## src/rtl/is_uart_rx.sv

```systemverilog
// 8N1 UART receiver: two-flop synchroniser, start-bit validation, centre sampling,
// valid/ready byte output with one-cycle frame-error and overrun pulses.
module is_uart_rx #(
  parameter int CLK_FREQ_HZ = 100_000_000,
  parameter int BAUD_RATE   = 115200,
  parameter int DATA_BITS   = 8
) (
  input  logic                 clk_i,
  input  logic                 rst_i,
  input  logic                 uart_data_rx_i,
  output logic [DATA_BITS-1:0] data_o,
  output logic                 valid_o,
  input  logic                 ready_i,
  output logic                 frame_err_o,
  output logic                 overrun_o,
  output logic                 busy_o
);

  localparam int CLKS_PER_BIT = CLK_FREQ_HZ / BAUD_RATE;
  localparam int HALF_BIT     = CLKS_PER_BIT / 2;
  localparam int CNT_W        = $clog2(CLKS_PER_BIT);
  localparam int IDX_W        = (DATA_BITS > 1) ? $clog2(DATA_BITS) : 1;

  localparam logic [CNT_W-1:0] BIT_LAST  = CNT_W'(CLKS_PER_BIT - 1);
  localparam logic [CNT_W-1:0] HALF_LAST = CNT_W'(HALF_BIT - 1);
  localparam logic [IDX_W-1:0] IDX_LAST  = IDX_W'(DATA_BITS - 1);

  typedef enum logic [2:0] {
    IDLE,
    START,
    DATA,
    STOP,
    BREAK
  } state_e;

  state_e                 state_q;
  logic [1:0]             sync_q;
  logic                   rx_s;
  logic [CNT_W-1:0]       cnt_q;
  logic [IDX_W-1:0]       idx_q;
  logic [DATA_BITS-1:0]   shift_q;
  logic [DATA_BITS-1:0]   shift_d;
  logic [DATA_BITS-1:0]   data_q;
  logic                   valid_q;
  logic                   frame_err_q;
  logic                   overrun_q;
  logic                   busy_q;
  logic                   bit_end;

  // The line idles high, so the synchroniser resets to 1 to avoid a false start.
  always_ff @(posedge clk_i) begin
    if (rst_i) begin
      sync_q <= 2'b11;
    end else begin
      sync_q <= {sync_q[0], uart_data_rx_i};
    end
  end

  assign rx_s    = sync_q[1];
  assign bit_end = (cnt_q == BIT_LAST);

  generate
    if (DATA_BITS == 1) begin : g_shift_one
      assign shift_d = rx_s;
    end else begin : g_shift_many
      assign shift_d = {rx_s, shift_q[DATA_BITS-1:1]};
    end
  endgenerate

  always_ff @(posedge clk_i) begin
    if (rst_i) begin
      state_q     <= IDLE;
      cnt_q       <= '0;
      idx_q       <= '0;
      shift_q     <= '0;
      data_q      <= '0;
      valid_q     <= 1'b0;
      frame_err_q <= 1'b0;
      overrun_q   <= 1'b0;
      busy_q      <= 1'b0;
    end else begin
      frame_err_q <= 1'b0;
      overrun_q   <= 1'b0;
      // A completing frame below overrides this clear with the new byte.
      if (valid_q && ready_i) begin
        valid_q <= 1'b0;
      end
      case (state_q)
        IDLE: begin
          if (!rx_s) begin
            state_q <= START;
            cnt_q   <= '0;
            busy_q  <= 1'b1;
          end
        end
        START: begin
          if (cnt_q == HALF_LAST) begin
            cnt_q <= '0;
            if (!rx_s) begin
              state_q <= DATA;
              idx_q   <= '0;
            end else begin
              state_q <= IDLE;
              busy_q  <= 1'b0;
            end
          end else begin
            cnt_q <= cnt_q + CNT_W'(1);
          end
        end
        DATA: begin
          if (bit_end) begin
            shift_q <= shift_d;
            cnt_q   <= '0;
            idx_q   <= idx_q + IDX_W'(1);
            if (idx_q == IDX_LAST) begin
              state_q <= STOP;
            end
          end else begin
            cnt_q <= cnt_q + CNT_W'(1);
          end
        end
        STOP: begin
          if (bit_end) begin
            cnt_q <= '0;
            if (rx_s) begin
              state_q <= IDLE;
              busy_q  <= 1'b0;
              if (!valid_q || ready_i) begin
                data_q  <= shift_q;
                valid_q <= 1'b1;
              end else begin
                overrun_q <= 1'b1;
              end
            end else begin
              frame_err_q <= 1'b1;
              state_q     <= BREAK;
            end
          end else begin
            cnt_q <= cnt_q + CNT_W'(1);
          end
        end
        BREAK: begin
          if (rx_s) begin
            state_q <= IDLE;
            busy_q  <= 1'b0;
          end
        end
        default: begin
          state_q <= IDLE;
          busy_q  <= 1'b0;
        end
      endcase
    end
  end

  assign data_o      = data_q;
  assign valid_o     = valid_q;
  assign frame_err_o = frame_err_q;
  assign overrun_o   = overrun_q;
  assign busy_o      = busy_q;

endmodule

```

## config.mk

```make
export PLATFORM = sky130hd
export DESIGN_NAME = is_uart_rx
export DESIGN_NICKNAME = d
export VERILOG_FILES = /design/src/rtl/is_uart_rx.sv
export SDC_FILE = /design/constraint.sdc
export NUM_CORES = 1
export LEC_CHECK = 0
export ABC_AREA = 1
export CORE_MARGIN = 2
export CORE_UTILIZATION = 51
export DETAILED_ROUTE_END_ITERATION = 8
export PLACE_DENSITY = 0.84
export RECOVER_POWER = 100
export REMOVE_ABC_BUFFERS = 1
export SETUP_SLACK_MARGIN = 0.4
export SLEW_MARGIN = 0
export SYNTH_ARGS = -nofsm -noshare
export SYNTH_HDL_FRONTEND = slang
export SYNTH_SLANG_ARGS = --single-unit
```

## constraint.sdc

```tcl
create_clock -name clk_i -period 1.7 [get_ports clk_i]
set_clock_uncertainty 0.1 [all_clocks]
set_input_delay 0.34 -clock clk_i [delete_from_list [all_inputs] [get_ports clk_i]]
set_output_delay 0.34 -clock clk_i [all_outputs]
set_load 0.01 [all_outputs]
```

==> results.cfg, run 1 <==
[run_status]
status = complete, no violations

[grt]
grt_pass1_wl_mm = 7.797
grt_overflow = 0
grt_pass1_vias = 1713
grt_use_total_pct = 24.45
antenna_found_initial = 0
grt_max_degree = 26

[detailed_routing]
drtIter0Drc = 146
viasPerCell = 5.268
drc = 0
wl_per_cell_um = 13.97
finalWirelength_mm = 5.265
drt-pass1-iter-count = 4
drtAntennaViolNets = 0
vias = 1986

[sta]
setup_viol_count_final = 0
rsz0062_at_grt = yes
worst_slack_ns = 0.1242
worst_pin_slew_ns = 0.3381
min_period_ns = 1.576
max_freq_ghz = 0.6346
max_slew_margin_pct = 77.46
drv_slew = 0
hold_viol = 0
fin_crit_sh_pct = 92.69

[cells_and_area]
multiInputGateArea_um2 = 1170
final_util_pct = 70.44
fin_cells = 377
num_antenna_cells = 0
design_area_um2 = 2540
nFillCells = 267
drive_above_1_share_pct = 31.00
final_cell_mix = 71 x nand2_1, 45 x nor2_1, 37 x inv_1
regArea_um2 = 787.0
area_delta_synth_final_pct = 34.88
final_common_cell = nand2_1
nNetsFinal = 336

[worst_setup_path]
r2r_cells = 10
crit_fanout = 8
regToRegSetupSlack_ns = 0.12
regToRegEndpoint = cnt_q[3]
crit_path_end = cnt_q[3]
start_kind = register
worst_path_max_delay_cell = dfxtp_4
end_kind = register
criticalPathCategory = register to register
r2r-start = cnt_q[1]
critPathRequiredTime_ns = 1.80
worstPathCellList = ha_4, nand3_4, nor2_2, nand2_1, nand2_4, nand2_8, nand2_1, nand2_1, nand2_1, inv_1
arrival_ns = 1.68
crit_path_start = cnt_q[1]
cp_common_cell = nand2_1
slowest_delay_ns = 0.39

[clock_network]
clock_path_buffers = 2
cts_sinks = 38
clock_latency_ns = 0.30
cts-root-buf = clkbuf_8
clkTransAtPathRegs_ns = 0.07
htree_levels = 2
numCtsBuffers = 5
cts_tree = done

[synthesis]
synthTopCellsByArea = dfxtp_1 40%, nand2_1 16%, nor2_1 12%
synth_top_cell_area_share_pct = 40.40
syn_area_per_cell_um2 = 6.538
synth_seq_cells = 38
ys_seq_area_share_pct = 40.40
synthCells = 288
yosysTopAreaCell = dfxtp_1
yosysWarnings = 0
ys_types = 25
syn_area_um2 = 1883

[worst_hold_path]
min_path_type = register to register

[placed_design]
dp_slack_ns = -0.04438
io_buffer_count = 15
dp_hpwl_mm = 2.532
gp_congestion = 0.8881
dp_cells = 354
placed_area_um2 = 2132

[floorplanning]
core_area_um2 = 3606
pin_count = 16
dieArea_um2 = 4195
die_w_um = 64.77
initial_core_util_pct = 52.22
die_h_um = 64.77
fp-row-count = 22

[power]
p_leak_nw = 1.130
power_density_nw_per_um2 = 1203
ir_drop_mv = 0.8937

[flow_run]
drv_cap = 0
==> metrics by stage <==
stage | TNS [ns] | power (mW) | hold WS, ns
after detailed placement | -0.1312 | 1.923 | 0.2986
after floorplan | 0 | 1.699 | 0.2895
after global placement | 0 | 1.909 | 0.2953
final | 0 | 3.056 | 0.3137
after CTS | 0 | 2.719 | 0.3177
after global routing | 0 | 3.214 | 0.3390
==> synth_stat cells <==
| cell | n |
|---|---|
| o21ai_0 | 13 |
| nor2_4 | 2 |
| buf_4 | 1 |
| nor3_1 | 2 |
| nor2_2 | 1 |
| ha_1 | 4 |
| inv_2 | 4 |
| xor2_1 | 1 |
| a21oi_1 | 18 |
| clkbuf_1 | 2 |
| nand3_2 | 1 |
| buf_6 | 1 |
| or2_2 | 2 |
| nand2_2 | 3 |
| nor4_1 | 1 |
| a21oi_4 | 1 |
| inv_1 | 40 |
| nand2_1 | 79 |
| nand3_4 | 1 |
| nand4_1 | 3 |
| dfxtp_1 | 38 |
| o21ai_2 | 1 |
| nand3_1 | 10 |
| o21ai_1 | 1 |
| nor2_1 | 58 |
==> critical path: cells and delay by family, from the launching register on <==
family                     cells  cell delay (ns)
and+or+nand+nor                8             0.82
DFF                            1             0.39
adders and majority gates      1             0.15
buffers and inverters          1             0.03
==> kinds of logic after synthesis <==
| group | synth area share [%] |
|---|---|
| and+or+nand+nor | 36.48 |
| buffers and inverters | 10.17 |
| DFF | 40.40 |
| AOI/OAI and AO/OA | 9.834 |
| adders and majority gates | 2.658 |
| xor gates and xnor gates | 0.4652 |
==> worst min path at each step <==
stage	from	end	slack, ns	cells after the start
global route	sync_q[0]	sync_q[1]	0.34	1
finish	sync_q[0]	sync_q[1]	0.31	1
global placement	sync_q[0]	sync_q[1]	0.30	1
floorplan	sync_q[0]	sync_q[1]	0.29	1
detailed placement	sync_q[0]	sync_q[1]	0.30	1
CTS	sync_q[0]	sync_q[1]	0.32	1
==> metal layers <==
metal  track usage, %  vias to the layer above  wire length, um
met5                0                        -                0
met4            11.97                        0              261
met3            7.813                       34              409
met2            38.79                       92             2519
met1            29.80                      893             2075
li1                 -                      967                -
==> sequential cells by signal, indices dropped and copies added, names as in the netlist <==
register     flops
busy_o           1
sync_q           2
overrun_o        1
shift_q          8
state_q          3
idx_q            3
valid_o          1
cnt_q           10
frame_err_o      1
data_o           8
==> power breakdown <==
group          total (mW)  leakage, nW  internal, mW  switching (mW)
combinational        1.33        0.768         0.488           0.844
clock               0.653       0.0472         0.326           0.327
sequential           1.07        0.315         0.976          0.0939
==> area by class of cell <==
cell class	instances	share of cell area, %
Inverter	44	6.601
Tap cell	48	2.365
Clock buffer	6	3.251
Timing Repair Buffer	35	10.25
Multi-Input combinational cell	204	46.06
Sequential cell	38	30.99
Clock inverter	2	0.4926
==> repair_timing <==
action,in CTS,in global routing
pin swaps,19,9
hold buffers,0,0
resized for setup,78,52
endpoints found under the setup margin,48,48
buffers inserted,6,7
cloned,2,0
(Power assumes the default switching activity.)
==> run 2, diff against run 1 <==
- ABC_AREA: 1 -> default
- CAP_MARGIN: default -> 20
- PLACE_DENSITY: 0.84 -> 0.85
==> run 2 against run 1 <==
Compared with the run above: the run now ends with setup timing left; worst setup slack got worse by 0.25 ns; register-to-register slack got worse by 0.25 ns; synthesized area decreased by 1.1%; design area increased by 4.7%; sequential share of layout area decreased by 1.9 points; sequential cell count unchanged; die area decreased by 1.0%; sequential power decreased by 16%; hold slack improved by 0.013 ns; utilization increased by 7.4 points; final cell count decreased by 14%; synthesized cell count decreased by 23%; largest power group is now sequential cells.
==> results.cfg, run 2 <==
[cells_and_area]
num_antenna_cells = 0
largest_register = cnt_q
final_cell_mix = 39 x buf_4, 30 x dfxtp_1, 17 x a21oi_1
nNetsFinal = 284
fin_cells = 323
nFillCells = 217
design_area_um2 = 2659
area_delta_synth_final_pct = 42.71
final_util_pct = 77.84
regArea_um2 = 773.2
multiInputGateArea_um2 = 1230
largest_reg_flops = 10
final_common_cell = buf_4
drive_above_1_share_pct = 38.99

[synthesis]
synth-edff-count = 0
syn_area_um2 = 1863
synthTopCellsByArea = dfxtp_1 41%, a21oi_1 5.4%, mux2i_1 4.8%
yosysWarnings = 0
syn_area_per_cell_um2 = 8.392
synth_seq_cells = 38
yosysTopAreaCell = dfxtp_1
ys_types = 46
synth_commonest_cells = 38 x dfxtp_1, 20 x a21oi_1, 17 x nor2_1
synth.most_common_cell = dfxtp_1
synthFlopType = dfxtp_1
synth_top_cell_area_share_pct = 40.83
synthArstFlopShare_pct = 0
ys_seq_area_share_pct = 40.83
synthCells = 222

[clock_network]
clock_path_buffers = 2
clock_latency_ns = 0.36
htree_levels = 2
postCtsHoldBufs = 0
numCtsBuffers = 5
cts_tree = done
cts-root-buf = clkbuf_4
cts_sinks = 38
clkTransAtPathRegs_ns = 0.12

[placed_design]
dp_cells = 301
io_buffer_count = 15
dp_hpwl_mm = 3.004
dp_slack_ns = -0.1900
gp_congestion = 0.9083
placed_area_um2 = 2273

[detailed_routing]
finalWirelength_mm = 5.539
drtAntennaViolNets = 0
drc = 0
wl_per_cell_um = 17.15
drtIter0Drc = 155
drt-pass1-iter-count = 4
vias = 1955
viasPerCell = 6.053

[grt]
grtUsageMet3_pct = 4.167
grt_pass1_wl_mm = 8.576
grt_pass1_vias = 1837
antenna_found_initial = 0
grt_use_total_pct = 26.53
grt_overflow = 0
grt_max_degree = 25
met2_usage_pct = 47.53
use_met1_pct = 31.07
top_usage_layer = met2

[worst_setup_path]
slowest_delay_ns = 0.51
criticalPathCategory = register to register
critPathRequiredTime_ns = 1.90
end_kind = register
regToRegSetupSlack_ns = -0.13
crit_path_start = cnt_q[1]
crit_fanout = 4
worstPathCellList = inv_2, ha_4, and4bb_1, a41oi_2, or4_1, a21oi_1
r2r-start = cnt_q[1]
worst_path_max_delay_cell = or4_1
arrival_ns = 2.02
start_kind = register

[worst_hold_path]
min_path_type = register to register
min_from = sync_q[0]

[sta]
fin_crit_sh_pct = 107.4
rsz0062_at_grt = yes
worst_slack_ns = -0.1254
drv_slew = 0
min_period_ns = 1.825
setup_viol_count_final = 23
max_freq_ghz = 0.5478
worst_pin_slew_ns = 0.4970
max_slew_margin_pct = 66.87
hold_viol = 0
fin_tns_setup_ns = -0.7830
fin_worst_hold_slack_ns = 0.3263

[flow_run]
drv_cap = 0

[run_status]
status = complete, but fails checks
violations = setup timing

[power]
netSwitchingFraction_pct = 21.51
p_leak_nw = 1.112
power_density_nw_per_um2 = 668.8
p_int_mw = 1.396
ir_drop_mv = 0.5727
combPwrFrac_pct = 5.0
clkPwrFrac_pct = 44.4
switchingPower_uw = 382.5
seqPwrFrac_pct = 50.6
p_total_mw = 1.778

[floorplanning]
die_w_um = 64.44
die_h_um = 64.44
pin_count = 16
dieArea_um2 = 4153
core_area_um2 = 3416
fp-row-count = 21
initial_core_util_pct = 54.54
## run 2: logic make-up (layout without fill, tap and decap cells)
group	after synthesis	in the layout	share of synthesized area (%)
fa+ha+maj	4	4	2.686
buf+inv	22	77	4.701
xor+xnor	1	1	0.4702
mux	9	9	4.836
compound gates	59	59	19.81
simple gates	89	89	26.66
flops	38	38	40.83
## run 2: repair_timing
| item | 4_1_cts | 5_1_grt |
|---|---|---|
| buffers inserted | 12 | 2 |
| setup endpoints to repair | 48 | 37 |
| pin swaps | 16 | 6 |
| gates resized for setup | 112 | 15 |
## run 2: area by class of cell
cell class,instances,share of cell area [%]
Sequential cell,38,29.08
Inverter,6,0.8471
Timing Repair Buffer,63,17.65
Clock inverter,3,2.588
Clock buffer,5,1.412
Tap cell,46,2.165
Multi-Input combinational cell,162,46.26
## run 2: power by group through the flow
stage / registers, mW / logic (mW) / clock network [mW]
2_1_floorplan: 0.922 / 0.0252 / 0
3_3_place_gp: 0.920 / 0.0720 / 0
3_5_place_dp: 0.921 / 0.0726 / 0
4_1_cts: 0.900 / 0.0838 / 0.792
5_1_grt: 0.901 / 0.0942 / 0.836
6_report: 0.900 / 0.0881 / 0.790
## run 2: final timing paths
kind | cells past startpoint | to
worst min-delay path | 1 | sync_q[1]
worst max-delay path | 6 | state_q[0]
worst min register to register | 1 | sync_q[1]
worst max register to register | 6 | state_q[0]
## run 2: critical path: cells and delay by family, from the launching register on
kind,cells,cell delay (ns)
fa+ha+maj,1,0.12
simple gates,2,0.76
buf+inv,1,0.07
flops,1,0.36
compound gates,2,0.34
## run 2: metal layers
| layer | wire (um) | vias up |
|---|---|---|
| li1 | - | 907 |
| met1 | 2299 | 933 |
| met2 | 2745 | 95 |
| met3 | 317 | 20 |
| met4 | 178 | 0 |
| met5 | 0 | - |
==> run 3, diff against run 2 <==
- CORE_UTILIZATION: 51 -> 50
- PLACE_DENSITY: 0.85 -> 0.81
- clock period: 1.7 -> 2.2 ns (I/O delays scaled with it)
==> run 3 against run 2 <==
Compared with the run above: worst setup slack better by 0.41 ns; highest routed layer unchanged; clock power fell by 23%; fmax down 4.9%; routed wire length fell by 24%; combinational power is 44% lower; register-to-register slack improved by 0.41 ns; total power decreased by 24%; global-route usage is 5.2 points lower; critical endpoint unchanged; via count is 14% lower; the run now ends clean; utilization decreased by 14 points.
==> results.cfg, run 3 (synthesized netlist as in run 2, its figures left out) <==
[run_status]
status = complete, no violations

[cells_and_area]
final_util_pct = 63.40
area_delta_synth_final_pct = 23.64
drive_above_1_share_pct = 14.63
final_common_cell = dfxtp_1
final_cell_mix = 34 x dfxtp_1, 20 x a21oi_1, 17 x nor2_1
largest_reg_flops = 10
regArea_um2 = 768.2
nFillCells = 315
num_antenna_cells = 0
nNetsFinal = 253
largest_register = cnt_q
multiInputGateArea_um2 = 1071
design_area_um2 = 2303

[worst_setup_path]
criticalPathCategory = register to register
critPathRequiredTime_ns = 2.34
arrival_ns = 2.06
end_kind = register
start_kind = register
crit_fanout = 8

[sta]
rsz0062_at_grt = yes
fin_crit_sh_pct = 87.23
drv_slew = 0
hold_viol = 0
fin_worst_hold_slack_ns = 0.3213
setup_viol_count_final = 0
max_freq_ghz = 0.5211
max_slew_margin_pct = 69.64
fin_tns_setup_ns = 0
worst_slack_ns = 0.2808
min_period_ns = 1.919
worst_pin_slew_ns = 0.4554

[grt]
grt_use_total_pct = 21.32
grt_max_degree = 26
grt_pass1_wl_mm = 6.969
grt_overflow = 0
antenna_found_initial = 0
grt_pass1_vias = 1494

[detailed_routing]
drc = 0
finalWirelength_mm = 4.209
viasPerCell = 5.741
vias = 1688
drtIter0Drc = 172
drtAntennaViolNets = 0
drt-pass1-iter-count = 4
wl_per_cell_um = 14.32

[placed_design]
gp_congestion = 0.8773
dp_slack_ns = 0.1873
dp_hpwl_mm = 2.742
placed_area_um2 = 2103
io_buffer_count = 15

[floorplanning]
die_h_um = 65.04
core_area_um2 = 3633
initial_core_util_pct = 51.27
fp-row-count = 22
pin_count = 16
die_w_um = 65.04
dieArea_um2 = 4230

[power]
power_density_nw_per_um2 = 587.1
ir_drop_mv = 0.3104
p_leak_nw = 0.8656

[clock_network]
htree_levels = 2
cts_sinks = 38
clock_path_buffers = 2
postCtsHoldBufs = 0
cts_tree = done
clkTransAtPathRegs_ns = 0.08
cts-root-buf = clkbuf_8
numCtsBuffers = 5
clock_latency_ns = 0.30

[flow_run]
drv_cap = 0

[worst_hold_path]
min_path_type = register to register
## run 3: changes by cell type in the layout (fill, tap and decap cells not counted), sizes merged
cell           change
clkdlybuf4s25      +1
buf               -44
clkbuf             +1
clkinv             -1
dlygate4sd3       +11
clkinvlp           +2
bufinv             -1
## run 3: timing repair
item / in CTS / in global routing
setup endpoints to repair: 20 / 24
gates cloned: 0 / 0
pin swaps: 0 / 6
buffers inserted: 2 / 4
resized for setup: 10 / 8
## run 3: cell type report
| class | instances | area share [%] |
|---|---|---|
| Clock buffer | 5 | 2.988 |
| Clock inverter | 3 | 1.955 |
| Inverter | 6 | 0.9777 |
| Multi-Input combinational cell | 162 | 46.50 |
| Sequential cell | 38 | 33.35 |
| Tap cell | 48 | 2.607 |
| Timing Repair Buffer | 32 | 11.62 |
## run 3: report_power, final
part / internal [mW] / leakage [nW] / switching [mW] / total (mW)
Combinational: 0.0212 / 0.506 / 0.0278 / 0.0491
Clock: 0.337 / 0.0504 / 0.271 / 0.608
Sequential: 0.691 / 0.309 / 0.00475 / 0.695
Total: 1.05 / 0.866 / 0.303 / 1.35
## run 3: critical path, stage by stage, from the launching register on
cell	delay [ns]
dfxtp_1	0.45
ha_4	0.18
and4bb_1	0.31
a31oi_4	0.16
or4_1	0.53
a21oi_1	0.13
## run 3: layer usage
metal	routed length, um	global-route usage [%]	vias up	part of all wire [%]
met3	228	5.903	9	5.4
li1	-	-	848	-
met2	2024	33.89	43	48
met1	1882	26.75	788	45
met4	73	9.896	0	1.7
met5	0	0	-	0
## run 3: worst paths after layout
path / startpoint / slack [ns] / cells after the start / endpoint
min reg2reg: sync_q[0] / 0.32 / 1 / sync_q[1]
max: cnt_q[1] / 0.28 / 5 / state_q[0]
max reg2reg: cnt_q[1] / 0.28 / 5 / state_q[0]
min: sync_q[0] / 0.32 / 1 / sync_q[1]
## run 3: per-stage QoR
stage | std cells | total power [mW]
6_report | 294 | 1.352
5_1_grt | 294 | 1.397
4_1_cts | 290 | 1.370
3_5_place_dp | 280 | 0.7628
3_3_place_gp | 280 | 0.7626
2_1_floorplan | 206 | 0.7318
